[src/rtl/mpi_access_ctrl.sv]
// mpi_access_ctrl: sequences async CPU bus (MPI) accesses onto one-hot internal register slaves with ack timeout.
module mpi_access_ctrl #(
    parameter int ADDR_W = 25,
    parameter int N_SLV = 7,
    parameter int SETTLE_CYC = 2,
    parameter int TO_CYC = 64,
    parameter logic [15:0] ERR_DATA = 16'hDEAD
) (
    input  logic                clk100m,
    input  logic                rst,
    input  logic [ADDR_W-1:0]   mpi_a,
    input  logic [15:0]         mpi_din,
    input  logic                mpi_cs,
    input  logic                mpi_wr,
    output logic [15:0]         mpi_dout,
    output logic                mpi_en,
    output logic [ADDR_W-4:0]   cpu_addr,
    output logic [15:0]         cpu_dout,
    output logic [N_SLV-1:0]    cpu_cs,
    output logic                cpu_wen,
    output logic                cpu_ren,
    input  logic [16*N_SLV-1:0] cpu_din,
    input  logic [N_SLV-1:0]    cpu_ack,
    input  logic                err_clr,
    output logic                acc_err,
    output logic                busy
);
    localparam int SW = $clog2(SETTLE_CYC + 1);
    localparam int TW = $clog2(TO_CYC);
    typedef enum logic [2:0] {IDLE, SETTLE, ACCESS, WAIT_ACK, HOLD} state_t;
    state_t state, state_nx;
    logic cs_m, cs_s, wr_m, wr_s, armed, wr;
    logic [SW-1:0] cnt;
    logic [TW-1:0] to_cnt;
    logic [ADDR_W-1:0] addr;
    logic [2:0] idx;
    logic [N_SLV-1:0] sel;
    logic [15:0] rd_data;
    logic mapped, ack_hit, settled, timed_out, err_set;
    assign idx = addr[ADDR_W-1 -: 3];
    assign mapped = {1'b0, idx} < 4'(N_SLV);
    assign settled = cnt == SW'(SETTLE_CYC - 1);
    assign timed_out = to_cnt == TW'(TO_CYC - 1);
    assign cpu_addr = addr[ADDR_W-4:0];
    assign busy = state != IDLE;
    assign cpu_cs = (state == ACCESS || state == WAIT_ACK) ? sel : '0;
    assign cpu_wen = state == ACCESS && mapped && wr;
    assign cpu_ren = state == ACCESS && mapped && !wr;
    assign err_set = (state == ACCESS && !mapped) || (state == WAIT_ACK && !ack_hit && timed_out);
    // only the selected slave's ack and data are looked at
    always_comb begin
        sel = '0;
        rd_data = '0;
        ack_hit = 1'b0;
        for (int k = 0; k < N_SLV; k++) begin
            if (idx == 3'(k)) begin
                sel[k] = 1'b1;
                rd_data = cpu_din[16*k +: 16];
                ack_hit = cpu_ack[k];
            end
        end
    end
    always_comb begin
        state_nx = state;
        case (state)
            IDLE:     state_nx = (armed && cs_s) ? SETTLE : IDLE;
            SETTLE:   state_nx = !cs_s ? IDLE : settled ? ACCESS : SETTLE;
            ACCESS:   state_nx = mapped ? WAIT_ACK : HOLD;
            WAIT_ACK: state_nx = (ack_hit || timed_out) ? HOLD : WAIT_ACK;
            HOLD:     state_nx = cs_s ? HOLD : IDLE;
            default:  state_nx = IDLE;
        endcase
    end
    // strobe synchronizer resets to "active" so a strobe held low through reset must be released before arming
    always_ff @(posedge clk100m) begin
        if (rst) begin
            state <= IDLE;
            armed <= 1'b0;
            cnt <= '0;
            to_cnt <= '0;
            addr <= '0;
            cpu_dout <= '0;
            wr <= 1'b0;
            mpi_dout <= '0;
            mpi_en <= 1'b0;
            acc_err <= 1'b0;
            cs_m <= 1'b1;
            cs_s <= 1'b1;
            wr_m <= 1'b0;
            wr_s <= 1'b0;
        end else begin
            cs_m <= ~mpi_cs;
            cs_s <= cs_m;
            wr_m <= mpi_wr;
            wr_s <= wr_m;
            state <= state_nx;
            armed <= armed | ~cs_s;
            cnt <= state == SETTLE ? cnt + 1'b1 : '0;
            to_cnt <= state == WAIT_ACK ? to_cnt + 1'b1 : '0;
            if (state == SETTLE && state_nx == ACCESS) begin
                addr <= mpi_a;
                cpu_dout <= mpi_din;
                wr <= wr_s;
            end
            if (state == WAIT_ACK && ack_hit && !wr)
                mpi_dout <= rd_data;
            else if (err_set && !wr)
                mpi_dout <= ERR_DATA;
            acc_err <= err_set | (acc_err & ~err_clr);
            mpi_en <= state_nx == HOLD && !wr;
        end
    end
endmodule

[config.mk]
export PLATFORM = sky130hd
export DESIGN_NAME = mpi_access_ctrl
export DESIGN_NICKNAME = d
export VERILOG_FILES = /design/src/rtl/mpi_access_ctrl.sv
export SDC_FILE = /design/constraint.sdc
export NUM_CORES = 1
export LEC_CHECK = 0
export CELL_PAD_IN_SITES_DETAIL_PLACEMENT = 1
export CELL_PAD_IN_SITES_GLOBAL_PLACEMENT = 1
export CORE_MARGIN = 2
export CORE_UTILIZATION = 29
export CTS_CLUSTER_SIZE = 24
export DETAILED_ROUTE_END_ITERATION = 12
export PLACE_DENSITY_LB_ADDON = 0.15
export SLEW_MARGIN = 25
export SYNTH_ARGS = -nofsm -noshare
export SYNTH_HDL_FRONTEND = slang
export SYNTH_SLANG_ARGS = --single-unit
[constraint.sdc]
create_clock -name clk100m -period 5.2 [get_ports clk100m]
set_input_delay 0.52 -clock clk100m [delete_from_list [all_inputs] [get_ports clk100m]]
set_output_delay 0.52 -clock clk100m [all_outputs]
set_load 0.02 [all_outputs]
==> results.md <==
- Worst setup path start: addr[22]
- Element type at the critical path end: primary output
- Flop pwr share: 42.5%
- Die footprint: 15400 um^2
- Hold path startpoint: cs_m
- Outcome: finished clean
- EDFF count, synth: 0
- Layout cells sized above 1: 9.94%
- Top-area cell type share of the netlist area: 36.5%
- Synth Area in XOR/XNOR: 0.839%
- Sw Share: 20.9%
- Routed Antenna Nets: 0
- FF+latch count, synth: 76
- Clock sink total: 76
- CTS clk-pin slew, worst paths: 60 ps
- Core Area: 14000 um^2
- Largest net degree at the start of global routing: 77
- Pwr Density: 208 nW/um^2
- CP top delay family: buffers and inverters
- H-tree levels: 3
- Fmax: 0.279 GHz
- Layout Area Growth over Synthesis: 59.6%
- Worst-path cell chain: clkinv_1 -> nor4_1 -> clkdlybuf4s50_1
- First-pass GRT wire length: 22.3 mm
- Average routed wire per standard cell: 16.4 um
- Switching pwr: 0.290 mW
- Buffers on Ports: 230
- Int Power: 1.10 mW
- Gpl congestion: 0.812
- YS warnings: 0
- GR Overflow Total: 0
- Critical R2R Capture: mpi_dout[0]
- Worst hold endpoint: cs_s
- Hold depth: 1
- Vias in the first global route: 4491
- Synth Area in Compound Gates: 16.7%
- Initial DRC Count: 180
- Clock Latency Late Sink: 330 ps
- Post-synth top cells: nand2_1, dfxtp_1, a21oi_1, nor2_1, mux2_2
- Leak Pwr: 2.31 nW
- Site row count: 43
- Detailed Route WL: 14.4 mm
- Top-level I/O count: 231
- CP required: 4680 ps
- Logic pwr share: 13.4%
- Total CTS buffers: 9
- Worst-path maximum fanout: 24
- Rel. slew slack: 47.1%
- Post-synthesis mux area share: 15.0%
- Syn_area_per_cell: 8.28 um^2
- RSZ-0062 raised after global routing: false
- Chip Height: 124 um
- Vias per cell: 4.81
- Largest family of logic cells by synthesized area: simple AND/OR/NAND/NOR gates
- Clock Tree Root: clkbuf_16
- CP max-delay cell: dfxtp_1
- Final Skew: 7.56 ps
- Initial Util: 29.8%
- MaxCap Viol Count: 0
- Via Count: 4200
- CP Launch Type: flop
- Post-route clock period utilization: 69.0%
- CP Class: reg2out
- Max VDD drop: 0.197 mV
- Clock Power Share: 44.1%
- Final min period: 3590 ps
- GRT Util Overall: 18.7%
- Count leader, synth: nand2_1
- Antenna fix cells: 0
- Slowest stage delay, CP: 790 ps
- Die width: 124 um
- Post-synthesis sequential area ratio: 36.5%
- Synth Area in Simple Gates: 20.1%
- Post-Syn Nets: 671
- CP Data Arrival Time: 3070 ps
- DR DRC count: 0
- Endpoints failing setup: 0
- Dominant cells by area after synthesis: dfxtp_1, mux2_2, nand2_1
- CTS tree: built
- Post-Synth Adder-Cell Area: 0.600%
- R2R depth: 5
- Slew Viols, Final: 0
- Least-Margin Pin Slew: 793 ps
- Final setup TNS: 0 ps
- Final hold vios: 0
- Distinct cells, synth: 49
- Setup bufs post-CTS: 0
- Reg2reg setup slack: 2230 ps
- Synth Cell Area: 4170 um^2
- Post-CTS sizing: 0
- Drt pass-1 iters: 4
- Bufs and invs on worst path: 2
- Longest Clk Path Bufs: 2
- Type of the tightest min-delay check: reg2reg
- Pwr Total: 1.39 mW
- Post-CTS Hold Buffers: 0
- Syn Inst Count: 504
- HPWL reported at the end of detailed placement: 11.4 mm
- Nets@finish: 856
- Antenna violations before repair: 0
- FFs w/ async S/R, synth: 0%
- Yosys top cell by area: dfxtp_1
- R2r startpoint: addr[22]
- Main synth FF type: dfxtp_1
==> sequential cells by signal, summed over array words and instances, names as in the netlist <==
signal / flops
acc_err: 1
addr: 25
armed: 1
cnt: 2
cpu_dout: 16
cs_m: 1
cs_s: 1
mpi_dout: 16
mpi_en: 1
state: 3
to_cnt: 6
wr: 1
wr_m: 1
wr_s: 1
==> layout make-up <==
type,count,area (um^2)
fillers,1604,7330
repair buffers,235,2330
multi-input cells,350,2220
flip-flops and latches,76,1520
clock buffers,11,233
well taps,180,225
inverters,17,63.8
clock inverters,5,61.3
==> worst reg2reg max path, cell delays in order (launching register included) <==
cell,delay (ps)
dfxtp_1,790
clkinv_1,790
a221o_1,580
nand4b_4,350
nor2_1,100
a211oi_1,260
==> power groups by stage <==
| stage | registers, mW | clock network, mW | logic (mW) |
|---|---|---|---|
| finish | 0.589 | 0.612 | 0.186 |
| global placement | 0.602 | 0 | 0.185 |
| floorplan | 0.600 | 0 | 0.0500 |
| detailed placement | 0.602 | 0 | 0.186 |
| global route | 0.589 | 0.652 | 0.200 |
| CTS | 0.589 | 0.630 | 0.188 |
==> cells in the final DEF, fill, tap and decap left out, types with 10 or more instances in the layout <==
master and n:
a211oi_1 11, a21oi_1 55, clkdlybuf4s50_1 229, dfxtp_1 75, inv_1 16, mux2_2 33, mux4_2 10, nand2_1 98
nor2_1 41, o21ai_0 18
==> stage by stage <==
step / cell area (um^2) / hold slack, ps / utilization, % / cells / setup slack [ps]
after global placement: 6370 / 396 / 45.5 / 858 / 1990
final: 6660 / 416 / 47.6 / 874 / 1610
after floorplan: 4170 / 389 / - / 504 / 3110
after detailed placement: 6370 / 401 / 45.5 / 858 / 1880
after global routing: 6660 / 427 / 47.6 / 874 / 1270
after CTS: 6660 / 414 / 47.6 / 874 / 1490
==> routing by layer <==
layer  part of all wire [%]  GRT usage [%]  vias up
met5                      0              0        -
met4                    2.7           7.72        0
met3                    7.8           4.62       25
met2                     48           33.4      140
met1                     41           21.1     1949
li1                       -              -     2086
==> kinds of logic after synthesis <==
family / after synthesis
adder cells (fa/ha/maj): 2
buffers and inverters: 78
multiplexers: 46
XOR/XNOR: 4
AO/OA/AOI/OAI: 113
AND/OR/NAND/NOR: 185
flip-flops: 76
==> worst max-delay path by stage <==
stage / slack, ps / end / depth (start not counted)
5_1_grt: 1270 / cpu_cs[1] / 3
3_3_place_gp: 1990 / cpu_cs[1] / 3
4_1_cts: 1490 / cpu_cs[1] / 3
3_5_place_dp: 1880 / cpu_cs[1] / 3
2_1_floorplan: 3110 / cpu_cs[1] / 3
6_report: 1610 / cpu_cs[1] / 3
No activity file was read; power rests on OpenSTA's default activity.
